## src/rtl/logip_cmd_ctrl_pkg.sv

```systemverilog
// Shared opcodes, FSM state encoding, trigger-field selects and the ID byte
// helper for the LogIP command controller.
package logip_pkg;

    // Host opcodes
    localparam logic [7:0] OP_RESET    = 8'h00;
    localparam logic [7:0] OP_ARM      = 8'h01;
    localparam logic [7:0] OP_ID       = 8'h02;
    localparam logic [7:0] OP_XON      = 8'h11;
    localparam logic [7:0] OP_XOFF     = 8'h13;
    localparam logic [7:0] OP_DIV      = 8'h80;
    localparam logic [7:0] OP_CNT      = 8'h81;
    localparam logic [7:0] OP_FLAGS    = 8'h82;
    localparam logic [7:0] OP_TRG_BASE = 8'hC0;

    // Trigger field select, taken from opcode bits [1:0]
    localparam logic [1:0] TRG_MASK = 2'd0;
    localparam logic [1:0] TRG_VAL  = 2'd1;
    localparam logic [1:0] TRG_CFG  = 2'd2;

    typedef enum logic [1:0] {
        ST_IDLE = 2'd0,
        ST_SEND = 2'd1,
        ST_HOLD = 2'd2,
        ST_WAIT = 2'd3
    } ctrl_state_t;

    // Byte idx of the ID word, most significant byte first
    function automatic logic [7:0] id_byte(input logic [31:0] word, input logic [1:0] idx);
        logic [7:0] b;
        case (idx)
            2'd0:    b = word[31:24];
            2'd1:    b = word[23:16];
            2'd2:    b = word[15:8];
            default: b = word[7:0];
        endcase
        return b;
    endfunction

endpackage

```

## src/rtl/logip_cmd_ctrl_if.sv

```systemverilog
// Command-in / transmitter-out handshake bundle of the command controller.
// Signal directions in the names are as seen from the controller.
interface logip_cmd_ctrl_if #(
    parameter int DATA_BITS       = 8,
    parameter int CMD_WIDTH_WORDS = 5
);
    logic [DATA_BITS*CMD_WIDTH_WORDS-1:0] cmd_i;
    logic                                 cmd_rdy_i;
    logic [DATA_BITS-1:0]                 tx_data_o;
    logic                                 tx_stb_o;
    logic                                 tx_busy_i;

    // Host side: UART receiver plus transmitter
    modport master (output cmd_i, cmd_rdy_i, tx_busy_i, input tx_data_o, tx_stb_o);
    // Controller side
    modport slave  (input cmd_i, cmd_rdy_i, tx_busy_i, output tx_data_o, tx_stb_o);
endinterface

```

## src/rtl/logip_cmd_ctrl_tx_seq.sv

```systemverilog
// ID reply sequencer: walks the four ID bytes through the transmitter
// strobe/busy handshake (IDLE -> SEND -> HOLD -> WAIT -> SEND ...).
module logip_tx_seq
    import logip_pkg::*;
#(
    parameter int          DATA_BITS = 8,
    parameter logic [31:0] ID_WORD   = 32'h31414C53
) (
    input  logic                 clk_i,
    input  logic                 rst_in,
    input  logic                 i_start,
    input  logic                 i_tx_busy,
    output logic [DATA_BITS-1:0] o_tx_data,
    output logic                 o_tx_stb,
    output logic                 o_idle
);

    localparam logic [1:0] S_IDLE = ST_IDLE;
    localparam logic [1:0] S_SEND = ST_SEND;
    localparam logic [1:0] S_HOLD = ST_HOLD;
    localparam logic [1:0] S_WAIT = ST_WAIT;

    logic [1:0] r_state;
    logic [1:0] r_idx;

    assign o_idle = (r_state == S_IDLE);

    // Handshake FSM; tx data is only loaded on a strobe so it holds the last byte
    // NOTE: sequential state uses <= so every register updates together at the edge.
    always_ff @(posedge clk_i or negedge rst_in) begin
        if (!rst_in) begin
            r_state   <= S_IDLE;
            r_idx     <= 2'd0;
            o_tx_data <= '0;
            o_tx_stb  <= 1'b0;
        end else begin
            o_tx_stb <= 1'b0;
            case (r_state)
                S_IDLE: begin
                    if (i_start) begin
                        r_idx   <= 2'd0;
                        r_state <= S_SEND;
                    end
                end
                S_SEND: begin
                    if (!i_tx_busy) begin
                        o_tx_data <= DATA_BITS'(id_byte(ID_WORD, r_idx));
                        o_tx_stb  <= 1'b1;
                        r_state   <= S_HOLD;
                    end
                end
                // Busy is ignored here: the transmitter needs this cycle to raise it
                S_HOLD: r_state <= S_WAIT;
                default: begin
                    if (!i_tx_busy) begin
                        if (r_idx == 2'd3) begin
                            r_state <= S_IDLE;
                        end else begin
                            r_idx   <= r_idx + 2'd1;
                            r_state <= S_SEND;
                        end
                    end
                end
            endcase
        end
    end

endmodule

```

## src/rtl/logip_cmd_ctrl.sv

```systemverilog
// LogIP command controller: opcode decoder, sampler/trigger configuration
// registers, one-deep pending slot for commands arriving during an ID reply.
module logip_cmd_ctrl
    import logip_pkg::*;
#(
    parameter int          DATA_BITS       = 8,
    parameter int          CMD_WIDTH_WORDS = 5,
    parameter int          STAGES          = 4,
    parameter logic [31:0] ID_WORD         = 32'h31414C53
) (
    input  logic                  clk_i,
    input  logic                  rst_in,
    logip_cmd_ctrl_if.slave       bus,
    output logic [23:0]           divider_o,
    output logic [15:0]           read_cnt_o,
    output logic [15:0]           delay_cnt_o,
    output logic [7:0]            flags_o,
    output logic [STAGES*32-1:0]  trg_mask_o,
    output logic [STAGES*32-1:0]  trg_val_o,
    output logic [STAGES*32-1:0]  trg_cfg_o,
    output logic                  arm_o,
    output logic                  soft_rst_o,
    output logic                  xoff_o,
    output logic                  cmd_err_o,
    output logic                  cmd_drop_o
);

    localparam int CMD_W = DATA_BITS * CMD_WIDTH_WORDS;

    logic                         r_pend_vld;
    logic [CMD_W-1:0]             r_pend_cmd;
    logic [STAGES-1:0][31:0]      r_trg_mask;
    logic [STAGES-1:0][31:0]      r_trg_val;
    logic [STAGES-1:0][31:0]      r_trg_cfg;
    logic                         w_idle;
    logic                         w_exec_vld;
    logic [CMD_W-1:0]             w_exec_cmd;
    logic [7:0]                   w_op;
    logic                         w_start;
    logic                         w_is_trg;

    // Pick the command to execute: a waiting pending command beats a new arrival
    // NOTE: every always_comb output is assigned on every path so no latch is inferred.
    always_comb begin
        w_exec_vld = w_idle && (r_pend_vld || bus.cmd_rdy_i);
        w_exec_cmd = r_pend_vld ? r_pend_cmd : bus.cmd_i;
    end

    assign w_op     = w_exec_cmd[7:0];
    assign w_start  = w_exec_vld && (w_op == OP_ID);
    assign w_is_trg = (w_op[7:4] == OP_TRG_BASE[7:4]) && (w_op[1:0] != 2'd3);

    assign trg_mask_o = r_trg_mask;
    assign trg_val_o  = r_trg_val;
    assign trg_cfg_o  = r_trg_cfg;

    // Pending slot: refill on the execute cycle, park while busy, drop if full
    always_ff @(posedge clk_i or negedge rst_in) begin
        if (!rst_in) begin
            r_pend_vld <= 1'b0;
            r_pend_cmd <= '0;
            cmd_drop_o <= 1'b0;
        end else begin
            cmd_drop_o <= 1'b0;
            if (w_idle && r_pend_vld) begin
                r_pend_vld <= bus.cmd_rdy_i;
                if (bus.cmd_rdy_i) r_pend_cmd <= bus.cmd_i;
            end else if (!w_idle && bus.cmd_rdy_i) begin
                if (r_pend_vld) begin
                    cmd_drop_o <= 1'b1;
                end else begin
                    r_pend_vld <= 1'b1;
                    r_pend_cmd <= bus.cmd_i;
                end
            end
        end
    end

    // Opcode decode: configuration register writes and one-cycle strobes
    always_ff @(posedge clk_i or negedge rst_in) begin
        if (!rst_in) begin
            divider_o   <= '0;
            read_cnt_o  <= '0;
            delay_cnt_o <= '0;
            flags_o     <= '0;
            r_trg_mask  <= '0;
            r_trg_val   <= '0;
            r_trg_cfg   <= '0;
            xoff_o      <= 1'b0;
            arm_o       <= 1'b0;
            soft_rst_o  <= 1'b0;
            cmd_err_o   <= 1'b0;
        end else begin
            arm_o      <= 1'b0;
            soft_rst_o <= 1'b0;
            cmd_err_o  <= 1'b0;
            if (w_exec_vld) begin
                case (w_op)
                    OP_RESET: begin
                        soft_rst_o  <= 1'b1;
                        divider_o   <= '0;
                        read_cnt_o  <= '0;
                        delay_cnt_o <= '0;
                        flags_o     <= '0;
                        r_trg_mask  <= '0;
                        r_trg_val   <= '0;
                        r_trg_cfg   <= '0;
                        xoff_o      <= 1'b0;
                    end
                    OP_ARM:   arm_o  <= 1'b1;
                    OP_ID:    ;  // handled by the sequencer through w_start
                    OP_XON:   xoff_o <= 1'b0;
                    OP_XOFF:  xoff_o <= 1'b1;
                    OP_DIV:   divider_o <= w_exec_cmd[31:8];
                    OP_CNT: begin
                        read_cnt_o  <= w_exec_cmd[23:8];
                        delay_cnt_o <= w_exec_cmd[39:24];
                    end
                    OP_FLAGS: flags_o <= w_exec_cmd[15:8];
                    default: begin
                        if (w_is_trg) begin
                            case (w_op[1:0])
                                TRG_MASK: r_trg_mask[w_op[3:2]] <= w_exec_cmd[39:8];
                                TRG_VAL:  r_trg_val[w_op[3:2]]  <= w_exec_cmd[39:8];
                                default:  r_trg_cfg[w_op[3:2]]  <= w_exec_cmd[39:8];
                            endcase
                        end else begin
                            cmd_err_o <= 1'b1;
                        end
                    end
                endcase
            end
        end
    end

    logip_tx_seq #(
        .DATA_BITS (DATA_BITS),
        .ID_WORD   (ID_WORD)
    ) u_tx_seq (
        .clk_i     (clk_i),
        .rst_in    (rst_in),
        .i_start   (w_start),
        .i_tx_busy (bus.tx_busy_i),
        .o_tx_data (bus.tx_data_o),
        .o_tx_stb  (bus.tx_stb_o),
        .o_idle    (w_idle)
    );

endmodule

```

## src/flat_wrapper.sv

```systemverilog
// flat-port wrapper written by rule: the top's interface ports become plain ports
module logip_cmd_ctrl_flat import logip_pkg::*;
#(
    parameter int          DATA_BITS       = 8,
    parameter int          CMD_WIDTH_WORDS = 5,
    parameter int          STAGES          = 4,
    parameter logic [31:0] ID_WORD         = 32'h31414C53
)
  (clk_i, rst_in, divider_o, read_cnt_o, delay_cnt_o, flags_o, trg_mask_o, trg_val_o, trg_cfg_o, arm_o, soft_rst_o, xoff_o, cmd_err_o, cmd_drop_o, bus_cmd_i, bus_cmd_rdy_i, bus_tx_busy_i, bus_tx_data_o, bus_tx_stb_o);
  logip_cmd_ctrl_if #(.DATA_BITS(DATA_BITS), .CMD_WIDTH_WORDS(CMD_WIDTH_WORDS)) bus_i ();
  input  logic clk_i;
  input  logic rst_in;
  output logic [23:0] divider_o;
  output logic [15:0] read_cnt_o;
  output logic [15:0] delay_cnt_o;
  output logic [7:0] flags_o;
  output logic [STAGES*32-1:0] trg_mask_o;
  output logic [STAGES*32-1:0] trg_val_o;
  output logic [STAGES*32-1:0] trg_cfg_o;
  output logic arm_o;
  output logic soft_rst_o;
  output logic xoff_o;
  output logic cmd_err_o;
  output logic cmd_drop_o;
  input wire logic [$bits(bus_i.cmd_i)-1:0] bus_cmd_i;
  input wire logic [$bits(bus_i.cmd_rdy_i)-1:0] bus_cmd_rdy_i;
  input wire logic [$bits(bus_i.tx_busy_i)-1:0] bus_tx_busy_i;
  output wire logic [$bits(bus_i.tx_data_o)-1:0] bus_tx_data_o;
  output wire logic [$bits(bus_i.tx_stb_o)-1:0] bus_tx_stb_o;
  assign bus_i.cmd_i = bus_cmd_i;
  assign bus_i.cmd_rdy_i = bus_cmd_rdy_i;
  assign bus_i.tx_busy_i = bus_tx_busy_i;
  assign bus_tx_data_o = bus_i.tx_data_o;
  assign bus_tx_stb_o = bus_i.tx_stb_o;
  logip_cmd_ctrl #(.DATA_BITS(DATA_BITS), .CMD_WIDTH_WORDS(CMD_WIDTH_WORDS), .STAGES(STAGES), .ID_WORD(ID_WORD)) u_core (.clk_i(clk_i), .rst_in(rst_in), .bus(bus_i), .divider_o(divider_o), .read_cnt_o(read_cnt_o), .delay_cnt_o(delay_cnt_o), .flags_o(flags_o), .trg_mask_o(trg_mask_o), .trg_val_o(trg_val_o), .trg_cfg_o(trg_cfg_o), .arm_o(arm_o), .soft_rst_o(soft_rst_o), .xoff_o(xoff_o), .cmd_err_o(cmd_err_o), .cmd_drop_o(cmd_drop_o));
endmodule
```

## config.mk

```make
export PLATFORM = sky130hd
export DESIGN_NAME = logip_cmd_ctrl_flat
export DESIGN_NICKNAME = d
export VERILOG_FILES = /design/src/rtl/logip_cmd_ctrl_pkg.sv /design/src/rtl/logip_cmd_ctrl_if.sv /design/src/rtl/logip_cmd_ctrl_tx_seq.sv /design/src/rtl/logip_cmd_ctrl.sv /design/src/flat_wrapper.sv
export SDC_FILE = /design/constraint.sdc
export NUM_CORES = 1
export LEC_CHECK = 0
export ABC_AREA = 0
export ABC_CLOCK_PERIOD_IN_PS = 3200
export BUFFER_PORTS_ARGS = -buffer_cell sky130_fd_sc_hd__buf_2
export CORE_MARGIN = 2
export CORE_UTILIZATION = 30
export CTS_CLUSTER_SIZE = 20
export DETAILED_ROUTE_END_ITERATION = 16
export SYNTH_ARGS = -nofsm -noshare
export SYNTH_HDL_FRONTEND = slang
export SYNTH_HIERARCHICAL = 1
export SYNTH_SLANG_ARGS = --single-unit
export TNS_END_PERCENT = 5
```

## constraint.sdc

```tcl
create_clock -name clk_i -period 3.2 [get_ports clk_i]
set_input_delay 0.16 -clock clk_i [delete_from_list [all_inputs] [get_ports clk_i]]
set_output_delay 0.16 -clock clk_i [all_outputs]
set_load 0.03 [all_outputs]
```

==> flow_summary.json <==
{
  "run_status": "finished, final reports clean",
  "tritoncts": "done",
  "routed_wire_length_per_instance_um": 25.46,
  "finalSetupTns_ns": 0,
  "ys_types": 51,
  "grt_overflow_total": 0,
  "timing.critical_path.from": "u_core/r_pend_vld$_DFFE_PN0P_",
  "synth_async_sr_flop_share": 1.000,
  "worstPathRequired_ns": 3.67,
  "achievable-frequency_mhz": 346.2,
  "finalWeightedCongestion": 0.8423,
  "slew-limit-headroom": 0.4605,
  "setup_viol": 0,
  "design.die.area_um2": 66700,
  "synth_seq_cells": 505,
  "post_synth_xor_area_fraction": 0.0004516,
  "maxSlewViolCount": 0,
  "ctsResizeCount": 0,
  "floorplan.die.height_um": 258.3,
  "htree_levels": 2,
  "number_of_global_route_vias_before_repair": 15585,
  "yosys.area_share.simple": 0.03135,
  "nets": 1984,
  "post_cts.repair.setup_buffers": 0,
  "maximum_number_of_pins_on_one_net_before_global_route_repair": 116,
  "number_of_nets_in_the_synthesized_netlist": 1418,
  "timing_worst_slew_pin_value_ns": 0.8093,
  "holdCritPathClass": "in -> async",
  "final_min_period_over_clock_period": 0.9026,
  "r2r.worst_path.cells": 7,
  "antenna_violations_before_repair": 5,
  "total_track_usage": 0.2115,
  "r2r_setup_slack_ns": 0.31,
  "clock_path_buffers": 3,
  "syn_area_um2": 19390,
  "synthMuxAreaShare": 0.06303,
  "detail_route.first_pass.iterations": 5,
  "wirelength_um": 72110,
  "hold_viol_final": 0,
  "worst_flop_to_flop_path_endpoint": "u_core/trg_val_o[6]$_DFFE_PN0P_",
  "fill_cells": 6117,
  "post_synth.cell_area_avg_um2": 14.23,
  "syn_inst": 1363,
  "drcViolationCount": 0,
  "cts_inserted_buffers": 54,
  "layout.core_utilization": 0.3991,
  "cap_viol_max_count": 0,
  "syn_to_final_growth_pct": 32.17,
  "row_count": 93,
  "top_level_ports": 506,
  "ir_worst_vdd_uv": 487.0,
  "total_leakage_power_uw": 0.01289,
  "detail_route.iter0.violations": 1218,
  "synth-seq-area-share": 0.6516,
  "synth_adder_area_share": 0.007612,
  "fin_skew_ns": 0.03250,
  "post_drt_via_cell_ratio": 5.323,
  "chipWidth_um": 258.3,
  "synth_top_family_by_area": "compound AO/OA/AOI/OAI gates",
  "complex_gate_fraction_of_the_synthesized_area": 0.2173,
  "drt.antenna.violating_nets": 0,
  "total_power_uw": 28660,
  "pwr_density_cell_nw_per_um2": 1118,
  "cts_sinks": 505,
  "r2r_start": "u_core/r_pend_vld$_DFFE_PN0P_",
  "grt_pass1_wl_um": 106200,
  "buffer_ports.inserted": 504,
  "crit_path_capture": "u_core/trg_val_o[6]$_DFFE_PN0P_",
  "grt_setup_unrepaired": "no",
  "synth_warnings": 6,
  "setup_slack_ns": 0.3116,
  "path_max_fanout": 31,
  "type_of_destination_of_the_critical_path": "register",
  "synth_enable_flop_cells": 0,
  "critPathLaunchType": "register",
  "root_buffer": "sky130_fd_sc_hd__clkbuf_16",
  "core_um2": 64230,
  "pre_cts_slack_ns": 0.3550,
  "num_vias": 15074,
  "min_period_ns": 2.888,
  "place_hpwl_um": 49310,
  "synthFlopType": "sky130_fd_sc_hd__dfrtp_1",
  "layout-drive-gt1-share": 0.4034,
  "clock_pin_slew_on_the_worst_setup_and_hold_paths_ns": 0.06,
  "arrival_ns": 3.36,
  "timing_worst_setup_path_type": "reg -> reg",
  "worstSkewPairLatency_ns": 0.60,
  "floorplan.initialDensity": 0.3020
}
## critical path: stages, from the launching register on
cell	delay [ns]
sky130_fd_sc_hd__dfrtp_4	0.61
sky130_fd_sc_hd__nor3_1	0.41
sky130_fd_sc_hd__buf_4	0.22
sky130_fd_sc_hd__o22ai_1	0.08
sky130_fd_sc_hd__o32a_1	0.52
sky130_fd_sc_hd__and3_1	0.29
sky130_fd_sc_hd__buf_4	0.27
sky130_fd_sc_hd__a32o_1	0.32
## layout make-up
cell class              instances  area [µm²]  share of cell area
clock inverters                21       205.2            0.008005
clock buffers                  79        1627             0.06345
repair buffers                631        3706              0.1446
multi-input cells             725        6331              0.2470
diodes                          4       10.01           0.0003905
flip-flops and latches        505       12640              0.4931
well taps                     855        1070             0.04173
inverters                      12       45.04            0.001757
## layout by cell type (no fill, tap or decap), types with 3 or more instances in the layout
cell type	instances
sky130_fd_sc_hd__ha_1	11
sky130_fd_sc_hd__dfrtp_1	504
sky130_fd_sc_hd__mux2_2	72
sky130_fd_sc_hd__a21oi_1	3
sky130_fd_sc_hd__o2bb2ai_1	282
sky130_fd_sc_hd__o22ai_1	5
sky130_fd_sc_hd__mux2_1	5
sky130_fd_sc_hd__dlygate4sd3_1	43
sky130_fd_sc_hd__buf_2	503
sky130_fd_sc_hd__clkbuf_8	16
sky130_fd_sc_hd__nand2_1	14
sky130_fd_sc_hd__and3_1	3
sky130_fd_sc_hd__mux2i_2	16
sky130_fd_sc_hd__bufinv_16	3
sky130_fd_sc_hd__nor3_1	5
sky130_fd_sc_hd__nand4_1	8
sky130_fd_sc_hd__a32o_1	100
sky130_fd_sc_hd__buf_4	75
sky130_fd_sc_hd__diode_2	4
sky130_fd_sc_hd__buf_12	9
sky130_fd_sc_hd__clkinv_2	11
sky130_fd_sc_hd__nor3b_1	3
sky130_fd_sc_hd__a22o_1	32
sky130_fd_sc_hd__nor2_1	14
sky130_fd_sc_hd__o21ai_0	42
sky130_fd_sc_hd__nand3_1	36
sky130_fd_sc_hd__clkinv_4	4
sky130_fd_sc_hd__mux2i_1	18
sky130_fd_sc_hd__clkbuf_1	8
sky130_fd_sc_hd__inv_1	10
sky130_fd_sc_hd__clkbuf_16	55
sky130_fd_sc_hd__nand3_2	10
sky130_fd_sc_hd__o21bai_1	5
sky130_fd_sc_hd__nand2b_1	3
## through the flow
| step | hold WS [ns] | area, µm² | std cells |
|---|---|---|---|
| 6_report | 0.1324 | 25630 | 2832 |
| 5_1_grt | 0.1687 | 25630 | 2830 |
| 4_1_cts | 0.1525 | 25620 | 2828 |
| 3_5_place_dp | 0.1874 | 23360 | 2685 |
| 3_3_place_gp | 0.1822 | 23360 | 2685 |
| 2_1_floorplan | -0.1356 | 19390 | 1363 |
## cell usage after synthesis (3+ instances only)
cell,count,share of area
sky130_fd_sc_hd__buf_2,30,0.0077
sky130_fd_sc_hd__buf_1,8,0.0015
sky130_fd_sc_hd__nor2_1,14,0.0027
sky130_fd_sc_hd__o22ai_1,5,0.0016
sky130_fd_sc_hd__nor3b_1,3,0.0012
sky130_fd_sc_hd__nand3_1,46,0.012
sky130_fd_sc_hd__o21bai_1,5,0.0019
sky130_fd_sc_hd__ha_1,11,0.0071
sky130_fd_sc_hd__nor3_1,6,0.0015
sky130_fd_sc_hd__clkbuf_1,79,0.015
sky130_fd_sc_hd__nand2b_1,3,0.00097
sky130_fd_sc_hd__mux2_2,72,0.042
sky130_fd_sc_hd__inv_1,10,0.0019
sky130_fd_sc_hd__mux2_1,5,0.0029
sky130_fd_sc_hd__a21oi_1,3,0.00077
sky130_fd_sc_hd__o21ai_0,42,0.011
sky130_fd_sc_hd__mux2i_1,34,0.018
sky130_fd_sc_hd__nand4_1,8,0.0026
sky130_fd_sc_hd__a32o_1,100,0.052
sky130_fd_sc_hd__nand2_1,15,0.0029
sky130_fd_sc_hd__and3_1,3,0.00097
sky130_fd_sc_hd__a22o_1,32,0.014
sky130_fd_sc_hd__buf_4,4,0.0015
sky130_fd_sc_hd__o2bb2ai_1,282,0.13
sky130_fd_sc_hd__dfrtp_1,505,0.65
## where the power goes
part           switching [µW]  internal (µW)  total [µW]
clock                    2630           3770        6400
combinational            8450           3990       12400
sequential               1340           8480        9820
## state kept, by name, summed over array words and instances, names as in the netlist
| name | cells |
|---|---|
| u_core/trg_cfg_o | 128 |
| u_core/trg_mask_o | 128 |
| u_core/trg_val_o | 128 |
| u_core/r_pend_cmd | 40 |
| u_core/divider_o | 24 |
| u_core/delay_cnt_o | 16 |
| u_core/read_cnt_o | 16 |
| u_core/flags_o | 8 |
| u_core/u_tx_seq/o_tx_data | 6 |
| u_core/u_tx_seq/r_idx | 2 |
| u_core/u_tx_seq/r_state | 2 |
| u_core/arm_o | 1 |
| u_core/cmd_drop_o | 1 |
| u_core/cmd_err_o | 1 |
| u_core/r_pend_vld | 1 |
| u_core/soft_rst_o | 1 |
| u_core/u_tx_seq/o_tx_stb | 1 |
| u_core/xoff_o | 1 |
## worst min-delay path by stage
stage | start | cells after the start | slack [ns] | to
after floorplan | rst_in | 0 | -0.14 | u_core/arm_o$_DFF_PN0_
after global placement | rst_in | 1 | 0.18 | u_core/divider_o[4]$_DFFE_PN0P_
after detailed placement | rst_in | 1 | 0.19 | u_core/u_tx_seq/o_tx_stb$_DFF_PN0_
after CTS | rst_in | 2 | 0.15 | u_core/u_tx_seq/o_tx_stb$_DFF_PN0_
after global routing | rst_in | 2 | 0.17 | u_core/divider_o[9]$_DFFE_PN0P_
final | rst_in | 2 | 0.13 | u_core/divider_o[9]$_DFFE_PN0P_
## cells by family (layout without fill, tap and decap cells)
group,after synthesis,after routing
flops,505,505
compound gates,487,487
buf+inv,133,743
mux,112,112
simple gates,112,112
fa+ha+maj,12,12
other cells,1,5
xor+xnor,1,1
## per-layer routing
metal	GRT usage	vias up	wire, µm
met3	0.04333	148	4382
li1	-	6454	-
met2	0.3527	613	35190
met5	0	-	38
met1	0.2740	7853	30060
met4	0.07386	6	2440
## timing repair
item / 4_1_cts / 5_1_grt
hold buffers: 43 / 0
endpoints found under the setup margin: 0 / 0
endpoints found under the hold margin: 108 / 0
(Power assumes the default switching activity.)
